**config.mk**
```make
export PLATFORM = sky130hd
export DESIGN_NAME = udp_byte_packer
export DESIGN_NICKNAME = d
export VERILOG_FILES = /design/src/rtl/udp_byte_packer.sv
export SDC_FILE = /design/constraint.sdc
export NUM_CORES = 1
export LEC_CHECK = 0
export ABC_AREA = 0
export ABC_CLOCK_PERIOD_IN_PS = 2160
export BUFFER_PORTS_ARGS = -buffer_cell sky130_fd_sc_hd__buf_2
export CAP_MARGIN = 20
export CORE_MARGIN = 5
export CORE_UTILIZATION = 45
export DETAILED_ROUTE_END_ITERATION = 8
export PLACE_DENSITY = 0.67
export SKIP_LAST_GASP = 1
export SYNTH_ARGS = -nofsm -noshare
export SYNTH_HDL_FRONTEND = slang
export SYNTH_SLANG_ARGS = --single-unit
```
**constraint.sdc**
```tcl
create_clock -name clk -period 2.16 [get_ports clk]
set_input_delay 0 -clock clk [delete_from_list [all_inputs] [get_ports clk]]
set_output_delay 0 -clock clk [all_outputs]
set_load 0.05 [all_outputs]
```
**src/rtl/udp_byte_packer.sv**
```systemverilog
// Packs an accepted byte stream into BYTES_PER_WORD-lane words with keep bits.
// A closing byte (s_last) flushes a partial word, and its unfilled lanes hold PAD_BYTE.
module udp_byte_packer #(
  parameter int unsigned BYTES_PER_WORD = 4,
  parameter bit          FIRST_BYTE_MSB = 1'b1,
  parameter logic [7:0]  PAD_BYTE       = 8'hFF,
  parameter int unsigned CNT_W          = 16,
  localparam int unsigned DATA_W        = 8 * BYTES_PER_WORD
) (
  input  logic                      clk,
  input  logic                      reset,
  input  logic [7:0]                s_data,
  input  logic                      s_valid,
  input  logic                      s_last,
  output logic                      s_ready,
  output logic [DATA_W-1:0]         m_data,
  output logic [BYTES_PER_WORD-1:0] m_keep,
  output logic                      m_valid,
  output logic                      m_last,
  input  logic                      m_ready,
  output logic [CNT_W-1:0]          word_cnt
);

  localparam int unsigned IDX_W = (BYTES_PER_WORD > 1) ? $clog2(BYTES_PER_WORD) : 1;
  localparam logic [IDX_W-1:0]  LAST_IDX = IDX_W'(BYTES_PER_WORD - 1);
  localparam logic [DATA_W-1:0] PAD_WORD = {BYTES_PER_WORD{PAD_BYTE}};

  logic [IDX_W-1:0]          idx;
  logic [IDX_W-1:0]          lane;
  logic [DATA_W-1:0]         acc_data;
  logic [DATA_W-1:0]         ins_data;
  logic [BYTES_PER_WORD-1:0] acc_keep;
  logic [BYTES_PER_WORD-1:0] ins_keep;
  logic                      accept;
  logic                      complete;

  // The output register can always take a new word whenever it is being drained.
  assign s_ready  = ~m_valid | m_ready;
  assign accept   = s_valid & s_ready;
  assign complete = accept & (s_last | (idx == LAST_IDX));
  assign lane     = FIRST_BYTE_MSB ? (LAST_IDX - idx) : idx;

  // Accumulator contents with the incoming byte merged into its lane.
  always_comb begin
    // NOTE: every always_comb output gets a default first so no path can infer a latch.
    ins_data = acc_data;
    ins_keep = acc_keep;
    for (int i = 0; i < int'(BYTES_PER_WORD); i++) begin
      if (lane == IDX_W'(i)) begin
        ins_data[8*i +: 8] = s_data;
        ins_keep[i]        = 1'b1;
      end
    end
  end

  always_ff @(posedge clk) begin
    // NOTE: sequential state uses non-blocking assignments so every register samples pre-edge values.
    if (reset) begin
      idx      <= '0;
      acc_data <= PAD_WORD;
      acc_keep <= '0;
      m_data   <= PAD_WORD;
      m_keep   <= '0;
      m_valid  <= 1'b0;
      m_last   <= 1'b0;
      word_cnt <= '0;
    end else begin
      if (m_valid && m_ready) begin
        m_valid  <= 1'b0;
        word_cnt <= word_cnt + 1'b1;
      end
      if (complete) begin
        m_data   <= ins_data;
        m_keep   <= ins_keep;
        m_last   <= s_last;
        m_valid  <= 1'b1;
        idx      <= '0;
        acc_data <= PAD_WORD;
        acc_keep <= '0;
      end else if (accept) begin
        idx      <= idx + 1'b1;
        acc_data <= ins_data;
        acc_keep <= ins_keep;
      end
    end
  end

endmodule

```
==> qor.txt <==
Status -> finished, final reports clean
#FFs+latches synth -> 92
Post-synthesis async set-or-reset flop share -> 0
Worst-margin pin slew -> 591 ps
Slew HR -> 0.606
Overall routing resource usage -> 0.165
Setup bufs post-CTS -> 0
Layout Cells excl Fill -> 557
Routed Wire Length -> 8090 um
Final ANT Viol Nets -> 0
Origin of the critical flop-to-flop path -> m_valid
Max Cap Violations -> 0
Post-synthesis cell area -> 3800 um^2
Vias in the first global route -> 2,938
CTS tree -> done
Worst-path fanout max -> 42
Pins Over Slew Limit -> 0
Pin count of the biggest net entering global routing -> 43
Row Count -> 33
Hold Startpoint -> s_data[5]
Nets@finish -> 465
Pint -> 2.41 mW
Post-layout util -> 0.540
DR DRC count -> 0
Final Cell Area -> 4440 um^2
Instance area at placement -> 4190 um^2
Leak Pwr -> 2.01 nW
Sw Share -> 0.302
Gpl congestion -> 0.765
Worst EP required -> 2410 ps
Design Power -> 3.45 mW
Worst Path Arrival -> 2060 ps
RSZ-0062 raised after global routing -> false
Clock transition at path regs -> 100 ps
Commonest non-fill, non-tap cell in the layout -> dfxtp_1
Drt first-iter violations -> 93
Hold Path Class -> in -> reg
DP Worst Slack -> 377 ps
Fill cells -> 762
Share of cells above drive strength 1 -> 0.212
Starting Density -> 0.462
Area Overhead vs Synth -> 16.7%
Reg area -> 1840 um^2
Peak VDD IR -> 0.530 mV
Final hold vios -> 0
Port bufs -> 67
PD cells -> 778 nW/um^2
CP startpoint kind -> flop
Post-synth EDFFs -> 0
Die height -> 102 um
PnR worst setup slack -> 351 ps
Net count after synthesis -> 409
Power share of the sequential group -> 0.523
Num CTS Buffers -> 9
Antenna cells -> 0
HPWL Detailed -> 5540 um
Die Span X -> 102 um
Vias per cell -> 5.25
CP Capture Type -> flop
Minimum clock period -> 1810 ps
Final setup vio count -> 0
Core ar. -> 8220 um^2
Dpl cells -> 536
CTS Sinks -> 92
Routed length per instance -> 14.5 um
Die area -> 10,400 um^2
Yosys warns -> 0
Number of distinct library cells after synthesis -> 34
Net Sw Power -> 1.04 mW
Max clock buf depth -> 2
Root Driver -> clkbuf_8
Post-CTS sizing -> 0
Final setup skew -> 11.6 ps
I/O pin count -> 68
CP Launch Point -> m_valid
Combinational share of power -> 0.157
H-Tree Depth -> 3
Ratio of final minimum period to clock period -> 0.838
Syn_area_per_cell -> 9.72 um^2
Most frequent cells in the layout -> 92 x dfxtp_1, 67 x buf_2, 64 x mux2i_1
GR Overflow Total -> 0
Via count -> 2,922
Cells after synthesis -> 391
Ys flop type -> dfxtp_1
Max Fclk -> 553 MHz
DRT Pass-1 Iters -> 4
First-pass GRT wire length -> 13,500 um
Worst hold-check slack -> 15.0 ps
Final TNS setup -> 0 ps
Sequential area share after synthesis -> 0.485
Clock power frac -> 0.320
Worst-Skew Late Latency -> 360 ps
Initial antenna violation count -> 0
CTS Hold Bufs -> 5
WS Path Type -> reg -> reg
Area of the multi-input gates -> 1790 um^2
## worst max-delay path, stage by stage (launching register included)
cell and delay, ps:
dfxtp_1 430, nand2b_1 310, o211ai_4 180, buf_4 390, nor2_1 100, a211o_1 270
## layout make-up
type                            count  share of cell area
Inverter                            7             0.00592
Clock buffer                       10              0.0310
Multi-Input combinational cell    256               0.404
Sequential cell                    92               0.415
Tap cell                          105              0.0296
Timing Repair Buffer               81               0.102
Clock inverter                      6              0.0121
## Yosys cell counts (2+ instances only)
cell	number	area share
or4_1	2	0.0040
nand3_1	10	0.013
dfxtp_1	92	0.48
or3_1	3	0.0049
a21boi_0	4	0.0079
a21oi_1	7	0.0092
o21ai_0	5	0.0066
nand2_1	41	0.041
nor2_1	42	0.041
and3_1	2	0.0033
clkbuf_1	18	0.018
buf_2	7	0.0092
and4_1	2	0.0046
inv_1	7	0.0069
nand4_1	5	0.0082
and2_1	2	0.0033
ha_1	5	0.016
xor2_1	9	0.021
mux2i_1	64	0.17
buf_1	10	0.0099
nor3_1	6	0.0079
nor2b_1	5	0.0082
a211o_1	32	0.074
## power groups by stage
stage	clock [mW]	sequential [mW]	combinational (mW)
final	1.11	1.80	0.543
after global routing	1.22	1.81	0.585
after CTS	1.14	1.80	0.550
after detailed placement	0	1.84	0.542
after global placement	0	1.84	0.534
after floorplan	0	2.01	0.245
## logic make-up (layout without fill, tap and decap cells)
family | count (synthesis) | after routing | share of synthesized area
DFF | 92 | 92 | 0.485
buffers and inverters | 43 | 104 | 0.0468
xor gates and xnor gates | 10 | 10 | 0.0231
and+or+nand+nor | 125 | 125 | 0.153
muxes | 64 | 64 | 0.169
AOI/OAI and AO/OA | 52 | 52 | 0.107
adders and majority gates | 5 | 5 | 0.0165
## path summary, 6_finish.rpt
check,endpoint,slack [ps],depth (start not counted)
setup reg to reg,m_data[6],350,5
hold / removal,acc_data[21],10,3
hold reg to reg,m_data[30],460,1
setup / recovery,m_data[6],350,5
## sequential cells by signal, summed over array words and instances, names as in the netlist
signal and count:
word_cnt 16, m_data 32, acc_keep 4, idx 2
acc_data 32, m_keep 4, m_last 1, m_valid 1
## layer usage
metal | up-vias | global-route usage | share of wire
li1 | 1465 | - | -
met1 | 1385 | 0.208 | 0.46
met2 | 63 | 0.276 | 0.47
met3 | 9 | 0.0457 | 0.067
met4 | 0 | 0.0505 | 0.0089
met5 | - | 0 | 0
Note: power is estimated with default switching activity, not from simulation.
